$ cat src/rtl/mem_bist_engine.sv
// mem_bist_engine: writes a pattern to every memory word, reads it back pipelined and checks each word
module mem_bist_engine #(
  parameter int ADDR_WIDTH   = 5,
  parameter int DATA_WIDTH   = 8,
  parameter int READ_LATENCY = 1,
  parameter int ERR_WIDTH    = 16
) (
  input  logic                  clk,
  input  logic                  rst_n,
  input  logic                  start,
  input  logic [1:0]            mode,
  output logic                  busy,
  output logic                  done,
  output logic                  pass,
  output logic [ERR_WIDTH-1:0]  err_count,
  output logic [ADDR_WIDTH-1:0] first_fail_addr,
  output logic [DATA_WIDTH-1:0] first_fail_data,
  output logic                  read,
  output logic                  write,
  output logic [ADDR_WIDTH-1:0] addr,
  output logic [DATA_WIDTH-1:0] data_in,
  input  logic [DATA_WIDTH-1:0] data_out
);
  typedef enum logic [2:0] {IDLE, WRITE, READ, DRAIN, DONE} state_t;
  localparam logic [DATA_WIDTH-1:0] CB = DATA_WIDTH'({DATA_WIDTH{2'b01}});
  state_t state_q, state_d;
  logic [ADDR_WIDTH-1:0] cnt_q, cnt_d, ffa_q, ffa_d;
  logic [DATA_WIDTH-1:0] ffd_q, ffd_d;
  logic [ERR_WIDTH-1:0] err_q, err_d;
  logic [2:0] drain_q, drain_d;
  logic [1:0] mode_q, mode_d;
  logic pass_q, pass_d, mis;
  logic [READ_LATENCY-1:0] vld_q;
  logic [READ_LATENCY-1:0][ADDR_WIDTH-1:0] pa_q;
  logic [READ_LATENCY-1:0][DATA_WIDTH-1:0] pd_q;

  function automatic logic [DATA_WIDTH-1:0] pat(input logic [1:0] m, input logic [ADDR_WIDTH-1:0] a);
    logic [DATA_WIDTH-1:0] av;
    av = DATA_WIDTH'(a);
    return m == 2'd0 ? '0 : m == 2'd1 ? av : m == 2'd2 ? (a[0] ? ~CB : CB) : ~av;
  endfunction

  always_comb begin
    state_d = state_q;
    cnt_d = cnt_q;
    drain_d = drain_q;
    mode_d = mode_q;
    err_d = err_q;
    ffa_d = ffa_q;
    ffd_d = ffd_q;
    pass_d = pass_q;
    read = 1'b0;
    write = 1'b0;
    addr = '0;
    data_in = '0;
    busy = state_q == WRITE || state_q == READ || state_q == DRAIN;
    done = state_q == DONE;
    mis = vld_q[READ_LATENCY-1] && data_out != pd_q[READ_LATENCY-1];
    if (mis) begin
      err_d = err_q == '1 ? err_q : err_q + 1'b1;
      ffa_d = err_q == '0 ? pa_q[READ_LATENCY-1] : ffa_q;
      ffd_d = err_q == '0 ? data_out : ffd_q;
    end
    case (state_q)
      IDLE: if (start) begin
        state_d = WRITE;
        mode_d = mode;
        cnt_d = '0;
        err_d = '0;
        ffa_d = '0;
        ffd_d = '0;
        pass_d = 1'b0;
      end
      WRITE: begin
        write = 1'b1;
        addr = cnt_q;
        data_in = pat(mode_q, cnt_q);
        cnt_d = cnt_q + 1'b1;
        state_d = cnt_q == '1 ? READ : WRITE;
      end
      READ: begin
        read = 1'b1;
        addr = cnt_q;
        cnt_d = cnt_q + 1'b1;
        drain_d = '0;
        state_d = cnt_q == '1 ? DRAIN : READ;
      end
      DRAIN: begin
        drain_d = drain_q + 1'b1;
        if (drain_q == 3'(READ_LATENCY - 1)) begin
          state_d = DONE;
          pass_d = err_d == '0;
        end
      end
      DONE: state_d = IDLE;
      default: state_d = IDLE;
    endcase
  end

  // expected-data pipeline: an entry pushed on a read cycle matures READ_LATENCY cycles later
  always_ff @(posedge clk or negedge rst_n) begin
    if (!rst_n) begin
      state_q <= IDLE;
      cnt_q <= '0;
      drain_q <= '0;
      mode_q <= '0;
      err_q <= '0;
      ffa_q <= '0;
      ffd_q <= '0;
      pass_q <= 1'b0;
      vld_q <= '0;
      pa_q <= '0;
      pd_q <= '0;
    end else begin
      state_q <= state_d;
      cnt_q <= cnt_d;
      drain_q <= drain_d;
      mode_q <= mode_d;
      err_q <= err_d;
      ffa_q <= ffa_d;
      ffd_q <= ffd_d;
      pass_q <= pass_d;
      for (int i = READ_LATENCY - 1; i > 0; i--) begin
        vld_q[i] <= vld_q[i-1];
        pa_q[i] <= pa_q[i-1];
        pd_q[i] <= pd_q[i-1];
      end
      vld_q[0] <= read;
      pa_q[0] <= addr;
      pd_q[0] <= pat(mode_q, addr);
    end
  end

  assign pass = pass_q;
  assign err_count = err_q;
  assign first_fail_addr = ffa_q;
  assign first_fail_data = ffd_q;
endmodule

$ cat config.mk
export PLATFORM = sky130hd
export DESIGN_NAME = mem_bist_engine
export DESIGN_NICKNAME = d
export VERILOG_FILES = /design/src/rtl/mem_bist_engine.sv
export SDC_FILE = /design/constraint.sdc
export NUM_CORES = 1
export LEC_CHECK = 0
export ABC_CLOCK_PERIOD_IN_PS = 2670
export CAP_MARGIN = 10
export CORE_MARGIN = 5
export CORE_UTILIZATION = 54
export CTS_BUF_LIST = sky130_fd_sc_hd__clkbuf_2
export CTS_CLUSTER_DIAMETER = 60
export DETAILED_ROUTE_END_ITERATION = 10
export PLACE_DENSITY = 0.95
export SLEW_MARGIN = 10
export SYNTH_ARGS = -nofsm -noshare
export SYNTH_HDL_FRONTEND = slang
export SYNTH_SLANG_ARGS = --single-unit
$ cat constraint.sdc
create_clock -name clk -period 2.67 [get_ports clk]
set_clock_uncertainty 0.1 [all_clocks]
set_input_delay 0.534 -clock clk [delete_from_list [all_inputs] [get_ports clk]]
set_output_delay 0.534 -clock clk [all_outputs]
set_load 0.02 [all_outputs]
# After elaboration in Yosys (flattened, before gate mapping)
# Cells that the tools add are included.
# Widths: inputs -> output; s select.
totals:
  mem_bits_rw: 0
  latchBits: 0
  mem_bits_ro: 0
  regBits: 57
  mem_count: 0
classes:
  bitwise: 2
  reduce_logical: 16
  order_cmp: 0
  shifts: 0
  mux: 35
  div: 0
  n_eq_ne: 11
  n_addsub: 3
  n_mul: 0
ops:
  columns: ["operator", "count"]
  rows:
  - ["$mux 8", 13]
  - ["$mux 16", 4]
  - ["$logic_not 16->1", 2]
  - ["$mux 5", 6]
  - ["$add 16x1->16 const B", 1]
  - ["$eq 16x16->1 const B", 1]
  - ["$not 5->8", 2]
  - ["$pmux 3 s4", 1]
  - ["$pmux 5 s2", 1]
  - ["$ne 8x8->1", 1]
  - ["$eq 3x2->1 const B", 2]
  - ["$logic_not 3->1", 2]
  - ["$mux 3", 2]
  - ["$pmux 3 s2", 1]
  - ["$reduce_and 2->1", 3]
  - ["$reduce_bool 2->1", 3]
  - ["$add 5x1->5 const B", 1]
  - ["$eq 5x5->1 const B", 1]
  - ["$mux 1", 5]
  - ["$add 3x1->3 const B", 1]
  - ["$eq 3x1->1 const B", 1]
  - ["$eq 3x3->1 const B", 1]
  - ["$reduce_and 3->1", 1]
  - ["$eq 2x1->1 const B", 1]
  - ["9 further kinds", 10]

# Logic depth before layout (Yosys ltp)
# Gate-level depths: netlist of the first run.
depth:
  word_depth: 7
  mapped_depth: 9

# Least setup slack after synthesis of the first run
# No wires, ideal clock.
synth_path:
  path_type: "reg-to-reg"
  start: "reg err_q[0] (netlist: err_count[0])"
  end: "reg pass_q (netlist: pass)"
  synth_period_minus_slack_ns: 2.474
  setup_time_ns: 0.095
  required_time_ns: 2.475
  path_stages_with_launch: 9
  arrival_time_ns: 2.279
  path_buffers: 0
  slack_ns: 0.196
  cell_sequence: "dfrtp_1 -> ha_1 -> and3_2 -> nand3_1 -> nor3_4 -> nor4b_1 -> mux2i_1 -> o2111ai_1 -> o31ai_1"
synth_between:
  elab_chain_cells: 6
  elab_cells_between_ends: 7
synth_rtl:
  columns: ["element", "line", "source"]
  rows:
  - ["start, declared", "29", "logic [ERR_WIDTH-1:0] err_q, err_d;"]
  - ["start signal, assigned", "119", "err_q <= err_d;"]
  - ["$add 16x1->16 / $eq 16x16->1 (equally long branches)", "60", "err_d = err_q == '1 ? err_q : err_q + 1'b1;"]
  - ["$mux 16", "60", null]
  - ["$mux 16 (*)", "59", "if (mis) begin"]
  - ["$logic_not 16->1 (*)", "92", "pass_d = err_d == '0;"]
  - ["$mux 1 (*)", "90", "if (drain_q == 3'(READ_LATENCY - 1)) begin"]
  - ["$pmux 1 s2 (*)", "64", "case (state_q)"]
  - ["end signal, assigned", "122", "pass_q <= pass_d;"]
  - ["end, declared", "32", "logic pass_q, pass_d, mis;"]
# Mark *: on every way between the ends. The rest lies on a longest branch, timed or not. The select of a mux whose other input is x is not followed.
# A chain may end at the register's enable or synchronous reset.

# Worst setup path after layout of the first run
layout_path:
  start: "reg state_q[2]"
  end: "out addr[1]"
layout_between:
  elab_chain_cells: 3
  elab_cells_between_ends: 4
layout_rtl:
  columns: ["element", "line", "source"]
  rows:
  - ["start, declared", "26", "state_t state_q, state_d;"]
  - ["start signal, assigned", "115", "state_q <= state_d;"]
  - ["$eq 3x1->1 / $eq 3x2->1 (equally long branches)", "64", null]
  - ["$reduce_or 2->1 (no line) (*)", null, null]
  - ["$mux 5 (*)", "64", null]
  - ["end, declared", "20", "output logic [ADDR_WIDTH-1:0] addr,"]
# Mark *: on every way between the ends. The rest lies on a longest branch, timed or not.

==> metrics.md, run 1 <==
| Metric | Value |
|---|---|
| Status | `finished, final reports clean` |
| Min Hold Slack | `428 ps` |
| HP Start | `mode[1]` |
| EDFF count, synth | `0` |
| CTS Buf Count | `5` |
| Net count after synthesis | `between 300 and 400` |
| Max FO, Critical Path | `9` |
| Antenna violations before repair | `0` |
| Initial Util | `55.9%` |
| CP Data Required Time | `2040 ps` |
| Cell area after synthesis | `3100 µm²` |
| Clock root cell | `clkbuf_2` |
| Residual DRC | `0` |
| CTS tree | `yes` |
| Setup violators final | `0` |
| Total number of vias | `2741` |
| Placed Cells | `467` |
| Power per Cell Area | `942 nW/µm²` |
| Clk pin slew, worst setup/hold paths | `300 ps` |
| Setup tns final | `0 ps` |
| Count of cell types in the netlist | `51` |
| Core region area | `5540 µm²` |
| Top post-synthesis cells by area | `dfrtp_1 45%, mux2i_1 7.1%, nand2_1 5.3%` |
| Relative slew slack | `58.1%` |
| CTS H-tree lvls | `2` |
| Sequential fraction of the synthesis area | `45.2%` |
| # IOs | `60` |
| Max_cap viols | `0` |
| Clk sink count | `56` |
| Ratio of cells with drive above 1 in the final layout | `18.8%` |
| Vias in the first global route | `2747` |
| Slowest CP cell | `dfrtp_2` |
| FF+latch count, synth | `56` |
| Cell taking the most area after synthesis | `dfrtp_1` |
| Fmax | `0.392 GHz` |
| Final #Nets | `427` |
| Worst-margin pin slew | `629 ps` |
| # diodes | `0` |
| Worst-skew pair later-pin latency | `around 480 ps` |
| Register area | `1400 µm²` |
| DP Worst Slack | `-193 ps` |
| P_leak | `between 1.5 and 2 nW` |
| Die Y | `85.7 µm` |
| Worst setup SP type | `flip-flop` |
| Util after Layout | `72.3%` |
| Critical path origin | `state_q[2]` |
| Final setup margin | `120 ps` |
| Hold Path Class | `in -> reg` |
| Final Cycle Share | `95.5%` |
| First-pass GRT wire length | `13.2 mm` |
| Routed vias/inst | `5.70` |
| Avg Inst Size Synth | `9.53 µm²` |
| Worst hold endpoint | `mode_q[1]` |
| Synth-to-layout area growth | `29.4%` |
| Detailed Route WL | `8.05 mm` |
| CP Buf/Inv Count | `2` |
| Clock Path Buffers | `2` |
| Total grt overflow | `0` |
| Crit-path cells | `nor2_1 > nand2_2 > o21ai_1 > buf_4 > and2_1 > buf_2` |
| Reg2Reg Setup Slack | `210 ps` |
| Final-layout fill cell count | `418` |
| Largest net degree at the start of global routing | `32` |
| Fin crit period | `2550 ps` |
| Fin. max-slew vios | `0` |
| Hold Crit Depth | `3` |
| Top cell type's share of synthesized area | `a little under half` |
| Multi-input gate area | `1570 µm²` |
| Wirelength per Cell | `16.7 µm` |
| Synth warn | `0` |
| Delay-heaviest family, CP | `flip-flops` |
| Die width | `85.7 µm` |
| Finished Layout Cells | `481` |
| Placer Congestion | `0.923` |
| Post-route antenna net violation count | `0` |
| Hold Vio Cnt, Final | `0` |
| CP endpoint kind | `primary output` |
| R2R cell count | `9` |
| Row cnt | `27` |
| WP data arrival | `1920 ps` |
| DR iter-0 viols | `~210` |
| Kind of critical path | `reg -> out` |
| Number of port buffers | `59` |
| Max incr delay on CP | `about 500 ps` |
| Syn Inst Count | `325` |
| Die Area | `between 7000 and 8000 µm²` |
| Reg2Reg Launch Point | `err_count[0]` |
| Post-synth ARST share | `100%` |
| Worst vdd ir | `a little under 0.7 mV` |
| Reg2reg end | `pass` |
| DP Wirelength | `5.97 mm` |
| Predominant post-synthesis flop cell | `dfrtp_1` |
| Total track usage | `22.6%` |
| Pre-Repair DR Iteration Count | `4` |
through the flow:
step	instance area (µm²)	power, mW
3_5_place_dp	3910	3.41
6_report	4010	3.78
2_1_floorplan	3100	2.51
3_3_place_gp	3910	3.29
5_1_grt	4010	4.01
4_1_cts	3990	3.74
how the worst max path moves through the flow:
stage	endpoint	slack [ps]	cells after the start
floorplan	pass	200	8
detailed placement	pass	-190	10
global route	data_in[4]	-5	5
CTS	data_in[1]	-80	5
finish	addr[1]	120	6
global placement	pass	-30	10
layout make-up:
class                           instances  share of cell area [%]
Clock buffer                            5                   0.624
Clock inverter                          3                   0.687
Inverter                                9                   0.843
Multi-Input combinational cell        241                    39.2
Sequential cell                        56                    35.0
Tap cell                               72                    2.25
Timing Repair Buffer                   95                    21.4
synth_stat cells, drive strengths merged, types with 2 or more instances:
| library cell | instances |
|---|---|
| a211oi | 2 |
| a21o | 2 |
| a21oi | 7 |
| a22o | 2 |
| a22oi | 4 |
| and2 | 3 |
| and3 | 4 |
| and4 | 3 |
| buf | 9 |
| clkbuf | 10 |
| dfrtp | 56 |
| ha | 6 |
| inv | 9 |
| mux2i | 22 |
| nand2 | 44 |
| nand3 | 8 |
| nand4 | 8 |
| nor2 | 49 |
| nor2b | 6 |
| nor3 | 7 |
| nor3b | 2 |
| nor4 | 3 |
| nor4b | 3 |
| o2111ai | 4 |
| o21ai | 13 |
| o22ai | 2 |
| o31ai | 2 |
| or2 | 2 |
| xnor2 | 14 |
| xor2 | 9 |
logic make-up (layout without fill, tap and decap cells):
family	Yosys count	in the layout	synth area share (%)
AND/OR/NAND/NOR	146	146	24.4
multiplexers	23	23	7.47
adder cells (fa/ha/maj)	6	6	2.42
buffers and inverters	28	112	4.93
flip-flops	56	56	45.2
XOR/XNOR	23	23	6.50
AO/OA/AOI/OAI	43	43	9.09
layer usage:
metal  GRT usage, %  wire [µm]
met5              0          0
met4           9.21        195
met3           4.13        424
met2           38.8       4110
met1           28.1       3310
sequential cells by signal (all words and copies together) (netlist names):
signal,flops
err_count,16
first_fail_data,8
pd_q,7
cnt_q,5
first_fail_addr,5
pa_q,5
drain_q,3
state_q,3
mode_q,2
pass,1
vld_q,1
power by group:
group	internal [mW]	total (mW)	switching, mW
Clock	0.0732	0.361	0.288
Sequential	1.10	1.29	0.192
Combinational	0.900	2.12	1.22
what timing repair did:
action / CTS / global route
hold buffers: 1 / 0
resized for setup: 25 / 16
buffers inserted: 2 / 3
endpoints found under the setup margin: 16 / 13
hold endpoints to repair: 25 / 0
cell usage in the layout, fill, tap and decap left out, types with 2 or more instances in the layout:
cell,synthesis,layout
xor2_1,9,9
dfrtp_1,56,54
ha_1,6,6
and4_1,3,3
dfrtp_2,0,2
mux2i_1,22,22
nand3_1,7,7
a21oi_1,7,7
o2111ai_1,4,4
a22o_1,2,2
buf_2,1,3
nor4_1,3,3
buf_4,4,34
dlygate4sd2_1,0,6
and3_1,3,3
o21ai_1,2,2
clkdlybuf4s50_1,0,41
o31ai_1,2,2
xnor2_1,14,14
o21ai_0,11,11
nor2_2,11,11
o22ai_1,2,2
a211oi_1,2,2
a21o_1,2,2
nand2_1,44,43
nor4b_2,1,3
dlymetal6s2s_1,0,4
buf_12,1,2
nor3b_1,2,2
and2_1,3,3
nor2_1,37,37
clkbuf_2,0,8
nor3_1,6,6
nor2b_1,6,4
nand4_1,8,8
a22oi_1,4,4
inv_1,9,9
or2_2,2,2
worst min-delay path, delay by kind of cell:
| kind | cells | cell delay [ps] |
|---|---|---|
| AND/OR/NAND/NOR | 2 | 100 |
| buffers and inverters | 1 | 400 |
No activity file was read; power rests on OpenSTA's default activity.
==> inputs of run 2 (changes only) <==
--- a/config.mk
+++ b/config.mk
@@ -5,7 +5,7 @@
 export SDC_FILE = /design/constraint.sdc
 export NUM_CORES = 1
 export LEC_CHECK = 0
-export ABC_CLOCK_PERIOD_IN_PS = 2670
+export ABC_CLOCK_PERIOD_IN_PS = 2650
 export CAP_MARGIN = 10
 export CORE_MARGIN = 5
 export CORE_UTILIZATION = 54
==> constraint.sdc (replaced) <==
create_clock -name clk -period 2.65 [get_ports clk]
set_clock_uncertainty 0.1 [all_clocks]
set_input_delay 0.53 -clock clk [delete_from_list [all_inputs] [get_ports clk]]
set_output_delay 0.53 -clock clk [all_outputs]
set_load 0.02 [all_outputs]
==> run 2 against run 1 <==
Compared with the run above:
- total power rose by 0.17%
- sequential cell count did not move
- die area did not move
- hold slack improved by 15 ps
- clock power fell by 2%
- core utilization fell by 0.11 points
- cell count did not move
- register-to-register slack improved by 60 ps
- global-route usage barely moved
- first-iteration DRC count fell by 23%
- sequential power barely moved
- critical path depth fell by 1
- critical path type unchanged
==> metrics.md, run 2 (synthesis results as in run 1) <==
| Metric | Value |
|---|---|
| Residual DRC | `0 (unchanged)` |
| Status | `finished, final reports clean` |
| Finished Layout Cells | `481 (unchanged)` |
| Wirelength per Cell | `16.6 µm (-1.0%)` |
| Initial Util | `55.9% (unchanged)` |
| Die Y | `85.7 µm (unchanged)` |
| CP Data Required Time | `2020 ps (-20 ps)` |
| Kind of critical path | `reg -> out` |
| WP data arrival | `1920 ps (about the same)` |
| DP Wirelength | `6.02 mm (+0.78%)` |
| CTS tree | `yes` |
| Clk sink count | `56 (unchanged)` |
| CP endpoint kind | `primary output` |
| Power per Cell Area | `945 nW/µm² (+0.33%)` |
| Reg2Reg Launch Point | `err_count[0]` |
| Clk pin slew, worst setup/hold paths | `300 ps (about the same)` |
| Worst setup SP type | `flip-flop` |
| Final setup margin | `95.2 ps (-24.5 ps)` |
| CTS Buf Count | `5 (unchanged)` |
| Max FFs per register | `16 (unchanged)` |
| CTS H-tree lvls | `2 (unchanged)` |
| Internal power | `2.10 mW (+1.1%)` |
| Max_cap viols | `0 (unchanged)` |
| Die Area | `7350 µm² (unchanged)` |
| First-pass GRT wire length | `13.4 mm (+1.5%)` |
| Ratio of cells with drive above 1 in the final layout | `18.8% (unchanged)` |
| Placed Cells | `466 (-0.21%)` |
| Max FO, Critical Path | `10 (+1)` |
| Switch Pwr | `1.68 mW (-1.0%)` |
| Min Hold Slack | `443 ps (+15.0 ps)` |
| Pre-Repair DR Iteration Count | `4 (unchanged)` |
| Total track usage | `22.6% (+0.025 points)` |
| Number of port buffers | `59 (unchanged)` |
| Die width | `85.7 µm (unchanged)` |
| Total grt overflow | `0 (unchanged)` |
| Core region area | `5540 µm² (unchanged)` |
| Combinational share of power | `56.3% (+0.2 points)` |
| Util after Layout | `72.2% (-0.11 points)` |
| Setup violators final | `0 (unchanged)` |
| Antenna violations before repair | `0 (unchanged)` |
| Total number of vias | `2758 (+0.62%)` |
| Placer Congestion | `0.950 (+2.9%)` |
| Final Cycle Share | `between 90% and 100%` |
| Most common cell after layout, fill and taps aside | `dfrtp_1` |
| Fmax | `around 0.39 GHz` |
| Row cnt | `27 (unchanged)` |
| Relative slew slack | `59.8% (+1.7 points)` |
| Fin crit period | `2550 ps` |
| # IOs | `60 (unchanged)` |
| Clock Path Buffers | `2 (unchanged)` |
| Clock root cell | `clkbuf_2` |
| Reg2Reg Setup Slack | `270 ps (+60 ps)` |
| Final #Nets | `427 (unchanged)` |
| Synth-to-layout area growth | `29.2%` |
| Sw Ratio | `44.5% (-0.53 points)` |
| Most frequent cells in the layout | `54 x dfrtp_1, 43 x nand2_1, 42 x clkdlybuf4s50_1` |
| Seq pwr share | `34.3% (about the same)` |
| Final-layout fill cell count | `400 (-4.3%)` |
| Hold Path Class | `in -> async` |
| R2R cell count | `8 (-1)` |
| DR iter-0 viols | `159 (-23%)` |
| DP Worst Slack | `-178 ps (+14.2 ps)` |
| # diodes | `0 (unchanged)` |
| Worst-margin pin slew | `603 ps (-25.7 ps)` |
| Post-route antenna net violation count | `0 (unchanged)` |
| Worst-skew pair later-pin latency | `470 ps (about the same)` |
| Setup tns final | `0 ps (unchanged)` |
| Fin. max-slew vios | `0 (unchanged)` |
| Clock Power Share | `9.4% (-0.2 points)` |
| Reg2reg end | `pass` |
| Vias in the first global route | `2759 (+0.44%)` |
| Detailed Route WL | `7.96 mm (-1.0%)` |
| Worst vdd ir | `0.656 mV (-2.6%)` |
| P_leak | `1.84 nW (-1.1%)` |
| Largest net degree at the start of global routing | `32 (unchanged)` |
| Hold Vio Cnt, Final | `0 (unchanged)` |
| Routed vias/inst | `5.73 (+0.62%)` |
run 2: cell count changes in the layout (fill, tap and decap cells not counted), sizes merged:
cell           change
inv                +1
clkinv             -1
clkdlybuf4s50      +1
dlymetal6s2s       -2
dlygate4sd2        -1
clkdlybuf4s15      +2
run 2: layer usage:
layer	up-vias	track usage, %	wire (µm)
met4	0	8.35	199
met5	-	0	0
met3	20	3.65	444
met1	1364	28.5	3190
met2	91	39.2	4120
li1	1283	-	-
run 2: power groups by stage:
stage / registers (mW) / logic, mW / clock network, mW
3_3_place_gp: 1.30 / 2.01 / 0
3_5_place_dp: 1.32 / 2.10 / 0
5_1_grt: 1.33 / 2.30 / 0.400
6_report: 1.30 / 2.13 / 0.354
4_1_cts: 1.30 / 2.09 / 0.367
2_1_floorplan: 1.40 / 1.13 / 0
run 2: area by class of cell:
class,count,area [µm²],area share (%)
Clock inverter,3,25.0,0.625
Clock buffer,5,25.0,0.625
Sequential cell,56,1400,35.1
Tap cell,72,90.1,2.25
Inverter,9,33.8,0.844
Multi-Input combinational cell,241,1570,39.2
Timing Repair Buffer,95,855,21.4
run 2: worst max-delay path, cell delays in order (launching register included):
cell           delay (ps)
dfrtp_1               470
buf_4                 200
nor2b_1               160
o21ai_1                90
a21oi_1               170
dlygate4sd2_1         360
run 2: stage by stage:
step                area (µm²)  power (mW)
floorplan                 3100        2.53
global placement          3900        3.31
detailed placement        3900        3.43
CTS                       3990        3.75
global route              4000        4.03
finish                    4000        3.78
run 2: worst max path at each step:
stage / endpoint / cells past startpoint / slack, ps / start
6_report: data_in[3] / 5 / 100 / mode_q[0]
5_1_grt: data_in[5] / 6 / -20 / state_q[2]
4_1_cts: addr[1] / 6 / 5 / state_q[2]
3_5_place_dp: pass / 9 / -180 / data_out[6]
3_3_place_gp: pass / 9 / -40 / data_out[4]
2_1_floorplan: pass / 8 / 180 / err_count[0]
run 2: what timing repair did:
action                     in CTS  in global routing
buffers inserted                2                  4
hold buffers                    1                  0
resized for setup              27                 16
pin swaps                       0                  0
hold endpoints to repair       25                  0
setup endpoints to repair      16                 14
